$ cat src/rtl/arb_rr_oht_if.sv
// Purpose: request/grant bundle between requesters and the round-robin arbiter.
// Latency: none, wires only.
// Backpressure: level-held requests; a requester waits until its gnt bit is set.
interface arb_rr_oht_if #(
   parameter int WIDTH = 8
) ();
   localparam int IDX_W = $clog2(WIDTH);

   logic [WIDTH-1:0] req;
   logic [WIDTH-1:0] gnt;
   logic             gnt_vld;
   logic [IDX_W-1:0] gnt_idx;
   logic             expired;

   // requester side drives req, arbiter side drives the grant outputs
   modport master (output req, input gnt, gnt_vld, gnt_idx, expired);
   modport slave  (input req, output gnt, gnt_vld, gnt_idx, expired);
endinterface

$ cat src/rtl/arb_rr_oht.sv
// Purpose: round-robin arbiter with a registered one-hot grant, plus its priority-to-one-hot trees.
// Latency: 1 cycle from request (or owner release) to grant; no idle cycle on handover.
// Backpressure: owner holds gnt while req stays high; ARB_RR_OHT_HOLD_LIMIT_EN caps the hold at HOLD_MAX cycles.

// Flat priority-to-one-hot: first set bit from the chosen end.
module pry2oht_base #(
   parameter int N              = 2,
   parameter     DIRECTION      = "LSB",
   parameter int IMPLEMENTATION = 0
) (
   input  logic [N-1:0] req,
   output logic [N-1:0] oht,
   output logic         vld
);
   localparam bit         MSB = (DIRECTION == "MSB");
   localparam logic [N-1:0] ONE = 1;

   logic found;

   // pick the first requesting bit; the two's-complement form is only valid from the LSB end
   always_comb begin
      oht   = '0;
      found = 1'b0;
      vld   = |req;
      if (IMPLEMENTATION != 0 && !MSB) begin
         oht = req & (~req + ONE);
      end else begin
         for (int k = 0; k < N; k++) begin
            if (!found && req[MSB ? N-1-k : k]) begin
               oht[MSB ? N-1-k : k] = 1'b1;
               found                = 1'b1;
            end
         end
      end
   end
endmodule

// Recursive tree: SPLIT groups each resolved locally, then the winning group chosen.
module pry2oht_tree #(
   parameter int WIDTH          = 8,
   parameter int SPLIT          = 2,
   parameter     DIRECTION      = "LSB",
   parameter int IMPLEMENTATION = 0
) (
   input  logic [WIDTH-1:0] req,
   output logic [WIDTH-1:0] oht,
   output logic             vld
);
   if (WIDTH <= SPLIT) begin : g_leaf
      pry2oht_base #(.N(WIDTH), .DIRECTION(DIRECTION), .IMPLEMENTATION(IMPLEMENTATION))
         u_base (.req(req), .oht(oht), .vld(vld));
   end else begin : g_node
      localparam int SUB = WIDTH / SPLIT;
      logic [SPLIT-1:0] grp_vld;
      logic [SPLIT-1:0] grp_sel;
      logic [WIDTH-1:0] sub_oht;

      for (genvar g = 0; g < SPLIT; g++) begin : g_grp
         pry2oht_tree #(.WIDTH(SUB), .SPLIT(SPLIT), .DIRECTION(DIRECTION),
                        .IMPLEMENTATION(IMPLEMENTATION))
            u_sub (.req(req[g*SUB +: SUB]), .oht(sub_oht[g*SUB +: SUB]), .vld(grp_vld[g]));
         assign oht[g*SUB +: SUB] = sub_oht[g*SUB +: SUB] & {SUB{grp_sel[g]}};
      end

      pry2oht_base #(.N(SPLIT), .DIRECTION(DIRECTION), .IMPLEMENTATION(IMPLEMENTATION))
         u_top (.req(grp_vld), .oht(grp_sel), .vld(vld));
   end
endmodule

module arb_rr_oht #(
   parameter int WIDTH          = 8,
   parameter int SPLIT          = 2,
   parameter int IMPLEMENTATION = 0,
   parameter int HOLD_MAX       = 16
) (
   input  logic         clk,
   input  logic         rst_n,
   arb_rr_oht_if.slave  bus
);
   localparam int IDX_W = $clog2(WIDTH);

   if (WIDTH < 2 || HOLD_MAX < 1) begin : g_param_chk
      $error("arb_rr_oht: WIDTH must be >= 2 and HOLD_MAX >= 1");
   end

   typedef enum logic {ST_IDLE, ST_GRANT} state_t;

   state_t           state_q, state_d;
   logic [WIDTH-1:0] gnt_q, gnt_d;
   logic             gnt_vld_q, gnt_vld_d;
   logic [IDX_W-1:0] idx_q, idx_d;
   logic [IDX_W-1:0] ptr_q, ptr_d;

   logic             force_ho;
   logic             owner_req;
   logic [WIDTH-1:0] req_sel, msk, msk_oht, raw_oht, sel;
   logic             msk_vld, raw_vld;
   logic [IDX_W-1:0] sel_idx;

   assign owner_req = bus.req[idx_q];

`ifdef ARB_RR_OHT_HOLD_LIMIT_EN
   localparam int               CNT_W   = (HOLD_MAX > 1) ? $clog2(HOLD_MAX) : 1;
   localparam logic [CNT_W-1:0] CNT_MAX = CNT_W'(HOLD_MAX - 1);

   logic [CNT_W-1:0] cnt_q, cnt_d;
   logic             expired_q;
   logic             others;

   // owner has used its budget and someone else is waiting: evict it this edge
   always_comb begin
      others   = |(bus.req & ~gnt_q);
      force_ho = (state_q == ST_GRANT) && owner_req && (cnt_q == CNT_MAX) && others;
   end

   // hold counter restarts on every new owner and saturates at the limit
   always_comb begin
      cnt_d = '0;
      if (state_q == ST_GRANT && owner_req && !force_ho)
         cnt_d = (cnt_q == CNT_MAX) ? cnt_q : cnt_q + CNT_W'(1);
   end

   // counter and eviction pulse registers
   always_ff @(posedge clk) begin
      if (!rst_n) begin
         cnt_q     <= '0;
         expired_q <= 1'b0;
      end else begin
         cnt_q     <= cnt_d;
         expired_q <= force_ho;
      end
   end

   assign bus.expired = expired_q;
`else
   assign force_ho    = 1'b0;
   assign bus.expired = 1'b0;
`endif

   // candidates above the last owner get first pick; an evicted owner is not a candidate
   always_comb begin
      req_sel = force_ho ? (bus.req & ~gnt_q) : bus.req;
      for (int i = 0; i < WIDTH; i++)
         msk[i] = req_sel[i] & (i > int'(ptr_q));
   end

   pry2oht_tree #(.WIDTH(WIDTH), .SPLIT(SPLIT), .DIRECTION("LSB"), .IMPLEMENTATION(IMPLEMENTATION))
      u_msk (.req(msk), .oht(msk_oht), .vld(msk_vld));
   pry2oht_tree #(.WIDTH(WIDTH), .SPLIT(SPLIT), .DIRECTION("LSB"), .IMPLEMENTATION(IMPLEMENTATION))
      u_raw (.req(req_sel), .oht(raw_oht), .vld(raw_vld));

   // fall back to the unmasked pick to wrap around past WIDTH-1
   always_comb begin
      sel     = msk_vld ? msk_oht : raw_oht;
      sel_idx = '0;
      for (int i = 0; i < WIDTH; i++)
         if (sel[i]) sel_idx = IDX_W'(i);
   end

   // grant FSM: hold while the owner requests, otherwise hand over or go idle
   always_comb begin
      state_d = state_q;
      gnt_d   = gnt_q;
      idx_d   = idx_q;
      ptr_d   = ptr_q;
      unique case (state_q)
         ST_IDLE: begin
            if (raw_vld) begin
               gnt_d   = sel;
               idx_d   = sel_idx;
               ptr_d   = sel_idx;
               state_d = ST_GRANT;
            end
         end
         ST_GRANT: begin
            if (owner_req && !force_ho) begin
               gnt_d = gnt_q;
            end else if (raw_vld) begin
               gnt_d = sel;
               idx_d = sel_idx;
               ptr_d = sel_idx;
            end else begin
               gnt_d   = '0;
               state_d = ST_IDLE;
            end
         end
         default: state_d = ST_IDLE;
      endcase
      gnt_vld_d = |gnt_d;
   end

   // state registers; the pointer restarts at the top so requester 0 wins first
   always_ff @(posedge clk) begin
      if (!rst_n) begin
         state_q   <= ST_IDLE;
         gnt_q     <= '0;
         gnt_vld_q <= 1'b0;
         idx_q     <= '0;
         ptr_q     <= IDX_W'(WIDTH - 1);
      end else begin
         state_q   <= state_d;
         gnt_q     <= gnt_d;
         gnt_vld_q <= gnt_vld_d;
         idx_q     <= idx_d;
         ptr_q     <= ptr_d;
      end
   end

   assign bus.gnt     = gnt_q;
   assign bus.gnt_vld = gnt_vld_q;
   assign bus.gnt_idx = idx_q;
endmodule
$ cat src/flat_wrapper.sv
// flat-port wrapper written by rule: the top's interface ports become plain ports
module arb_rr_oht_flat 
#(
   parameter int WIDTH          = 8,
   parameter int SPLIT          = 2,
   parameter int IMPLEMENTATION = 0,
   parameter int HOLD_MAX       = 16
)
  (clk, rst_n, bus_req, bus_gnt, bus_gnt_vld, bus_gnt_idx, bus_expired);
  arb_rr_oht_if #(.WIDTH(WIDTH)) bus_i ();
  input  logic clk;
  input  logic rst_n;
  input wire logic [$bits(bus_i.req)-1:0] bus_req;
  output wire logic [$bits(bus_i.gnt)-1:0] bus_gnt;
  output wire logic [$bits(bus_i.gnt_vld)-1:0] bus_gnt_vld;
  output wire logic [$bits(bus_i.gnt_idx)-1:0] bus_gnt_idx;
  output wire logic [$bits(bus_i.expired)-1:0] bus_expired;
  assign bus_i.req = bus_req;
  assign bus_gnt = bus_i.gnt;
  assign bus_gnt_vld = bus_i.gnt_vld;
  assign bus_gnt_idx = bus_i.gnt_idx;
  assign bus_expired = bus_i.expired;
  arb_rr_oht #(.WIDTH(WIDTH), .SPLIT(SPLIT), .IMPLEMENTATION(IMPLEMENTATION), .HOLD_MAX(HOLD_MAX)) u_core (.clk(clk), .rst_n(rst_n), .bus(bus_i));
endmodule
$ cat config.mk
export PLATFORM = sky130hd
export DESIGN_NAME = arb_rr_oht_flat
export DESIGN_NICKNAME = d
export VERILOG_FILES = /design/src/rtl/arb_rr_oht_if.sv /design/src/rtl/arb_rr_oht.sv /design/src/flat_wrapper.sv
export SDC_FILE = /design/constraint.sdc
export NUM_CORES = 1
export LEC_CHECK = 0
export CORE_ASPECT_RATIO = 1.1
export CORE_MARGIN = 2
export CORE_UTILIZATION = 30
export CTS_CLUSTER_SIZE = 30
export DETAILED_ROUTE_END_ITERATION = 8
export GPL_ROUTABILITY_DRIVEN = 0
export PLACE_DENSITY = 0.48
export SLEW_MARGIN = 20
export SYNTH_ARGS = -nofsm -noshare
export SYNTH_HDL_FRONTEND = slang
export SYNTH_SLANG_ARGS = --single-unit
$ cat constraint.sdc
create_clock -name clk -period 4.6 [get_ports clk]
set_input_delay 1.15 -clock clk [delete_from_list [all_inputs] [get_ports clk]]
set_output_delay 1.15 -clock clk [all_outputs]
set_load 0.02 [all_outputs]
==> metrics.csv <==
metric,value,unit
outcome,"complete, no violations",
grt_usage,16.2,%
rrSetupSlack,1.97,ns
period_share,77.1,%
drv_slew,0,
synth_edf_count,0,
endpoint_kind,flip-flop,
crit_slowest_cell,mux4_1,
fin_util,39.2,%
port_buffers,21,
setup_viol,0,
cts.clk_slew.worst_paths,0.06,ns
synthTopCellsByArea,"dfxtp_1, nor2_1, mux4_1",
drt-total-wl,3250,um
core_area,0.00368,sq mm
synth_seq_cells,16,
clock_skew,0.00109,ns
synth_cells,151,
synth_cell_types,46,
drt_iter0_markers,55,
initial_core_util,31.5,%
yosysWarnings,0,
post-route-min-period,3.55,ns
vias_per_cell,5.38,
grt_setup_unrepaired,false,
drive_gt1_share,5.33,%
num_vias,1178,
yosysSeqAreaShare,27.6,%
worstSetupPathType,in -> reg,
ctsResizeCount,0,
clkSinkCount,16,
ctsLongestPathBuffers,2,
worst-path-stages,7,
worst_r2r_startpoint,u_core.bus.gnt_idx[1]$_SDFFE_PN0P_,
hold_violations,0,
worst_ep_arrival_time,3.66,ns
fillCellCount,427,
drc,0,
cts_setup_buffers,0,
worstSetupStartpointType,input port,
cp-endpoint,u_core.bus.gnt_vld$_SDFF_PN0_,
overflow,0,
cpLargestDelayFamily,multiplexers,
critPathMaxFanout,11,
finish.net_count,180,
htree_num_levels,1,
antenna_cells,0,
antenna_found_initial,0,
slowest_delay,0.60,ns
grt_pass1_wl,5640,um
drt-pass1-iter-count,4,
clkLatencyLatePin,0.25,ns
dieHeight,69.3,um
cts_buffers,3,
ios,23,
area_growth_syn_to_layout,24.5,%
syn_avg_cell_area,7.69,sq um
cts_tree,built,
netlist.area_leader.share,27.6,%
slew_headroom,50.9,%
reg2regPathDepth,6,
grt_pass1_vias,1111,
grt_max_degree,16,
netlist_area,0.00116,sq mm
ctsHoldBuffers,0,
cts_root_buffer,clkbuf_8,
rows,23,
power_density,558,mW/mm^2
max_slew.worst_pin.slew,0.730,ns
setup.worst_path.start,bus_req[4],
yosysTopAreaCell,dfxtp_1,
syn_nets,161,
ir_drop,227,uV
leakage,0.000550,uW
die_w,63.3,um
r2r-end,u_core.bus.gnt_vld$_SDFF_PN0_,
ys.flop_type,dfxtp_1,
dpl.hpwl,2510,um
max_freq,282,MHz
avgRoutedWirePerCell,14.8,um
max-cap-violations,0,
synth_async_sr_flop_share,0,%
die_area,0.00438,sq mm
setup_tns,0,ns
hp-class,reg -> reg,
drt.antenna.violating_nets,0,
path_buf_inv,1,
worstPathRequired,4.71,ns
path_cells,clkdlybuf4s50_1 -> mux4_1 -> mux2i_4 -> nor2_2 -> a221o_1 -> nor4_1 -> a41oi_1,
-- synth_stat cells, types with 2 or more instances --
| library cell | number |
|---|---|
| clkbuf_1 | 2 |
| o21a_1 | 2 |
| mux4_1 | 2 |
| nor4_1 | 4 |
| and3_1 | 4 |
| a41oi_1 | 4 |
| nor3_1 | 4 |
| a21oi_1 | 5 |
| nand2b_1 | 3 |
| buf_2 | 2 |
| nor4b_1 | 2 |
| a22oi_1 | 4 |
| a31oi_1 | 2 |
| nand2_1 | 12 |
| nand3_1 | 3 |
| a22o_1 | 2 |
| and2_1 | 4 |
| a221oi_1 | 3 |
| dfxtp_1 | 16 |
| o221ai_1 | 2 |
| inv_1 | 8 |
| buf_4 | 2 |
| nor2b_1 | 2 |
| o21ai_0 | 9 |
| nor2_1 | 27 |
-- logic make-up after synthesis --
logic type / after synthesis / share of synthesized area (%)
AO/OA/AOI/OAI: 45 / 28.1
buffers and inverters: 15 / 6.36
flip-flops: 16 / 27.6
multiplexers: 4 / 7.33
other: 1 / 0.323
AND/OR/NAND/NOR: 70 / 30.3
-- flip-flops by register name, indices dropped and copies added, names as in the netlist --
| name | cells |
|---|---|
| u_core.state_q | 1 |
| u_core.bus.gnt_idx | 3 |
| u_core.bus.gnt_vld | 1 |
| u_core.bus.gnt | 8 |
| u_core.ptr_q | 3 |
-- worst min-delay path by stage --
stage / endpoint / depth (start not counted) / from / slack [ns]
4_1_cts: u_core.bus.gnt[0]$_SDFF_PN0_ / 2 / u_core.bus.gnt[0]$_SDFF_PN0_ / 0.60
3_5_place_dp: u_core.bus.gnt[0]$_SDFF_PN0_ / 2 / u_core.bus.gnt[0]$_SDFF_PN0_ / 0.58
5_1_grt: u_core.bus.gnt[0]$_SDFF_PN0_ / 2 / u_core.bus.gnt[0]$_SDFF_PN0_ / 0.65
6_report: u_core.bus.gnt[0]$_SDFF_PN0_ / 2 / u_core.bus.gnt[0]$_SDFF_PN0_ / 0.58
2_1_floorplan: u_core.ptr_q[0]$_SDFFE_PN1P_ / 3 / u_core.ptr_q[0]$_SDFFE_PN1P_ / 0.57
3_3_place_gp: u_core.bus.gnt[5]$_SDFF_PN0_ / 2 / u_core.bus.gnt[5]$_SDFF_PN0_ / 0.57
-- routing by layer --
| layer | up-vias | track usage [%] | routed length, um |
|---|---|---|---|
| met3 | 5 | 2.92 | 132 |
| li1 | 595 | - | - |
| met4 | 0 | 4.35 | 35 |
| met1 | 549 | 21.9 | 1500 |
| met2 | 29 | 26.4 | 1580 |
| met5 | - | 0 | 0 |
-- cells in the final DEF, fill, tap and decap left out, drive strengths merged, types with 2 or more instances in the layout --
cell type	netlist	routed
a21oi	5	5
a221oi	3	3
a22o	2	2
a22oi	4	4
a31oi	2	2
a41oi	4	4
and2	4	4
and3	4	4
clkbuf	2	4
clkdlybuf4s50	0	21
dfxtp	16	16
inv	8	8
mux2i	2	2
mux4	2	2
nand2	12	12
nand2b	3	3
nand3	3	3
nor2	29	29
nor2b	2	2
nor3	4	4
nor4	4	4
nor4b	2	2
o21a	2	2
o21ai	10	10
o221ai	2	2
-- area by class of cell --
| type | count | area (sq um) | area share [%] |
|---|---|---|---|
| Timing Repair Buffer | 21 | 210 | 14.5 |
| Inverter | 8 | 30.0 | 2.08 |
| Sequential cell | 16 | 320 | 22.2 |
| Multi-Input combinational cell | 120 | 767 | 53.1 |
| Clock buffer | 4 | 55.1 | 3.81 |
| Tap cell | 50 | 62.6 | 4.33 |
-- power breakdown --
group / internal (uW) / switching, uW / total [uW] / leakage, uW
Sequential: 182 / 68.8 / 251 / 0.000132
Combinational: 195 / 237 / 432 / 0.000389
Clock: 75.9 / 47.2 / 123 / 0.0000288
-- tightest hold or removal path, delay by kind of cell (launching register included) --
family	cells	cell delay (ns)
compound gates	1	0.10
flops	1	0.37
simple gates	1	0.07
-- metrics by stage --
stage	std cells	total power [uW]	hold slack (ns)	worst slack [ns]	cell area (sq um)
2_1_floorplan	151	550	0.575	1.79	1160
3_3_place_gp	215	686	0.567	0.738	1390
3_5_place_dp	215	684	0.584	0.809	1390
4_1_cts	219	812	0.600	1.07	1450
5_1_grt	219	873	0.650	0.819	1450
6_report	219	806	0.580	1.05	1450
Note: power is estimated with default switching activity, not from simulation.
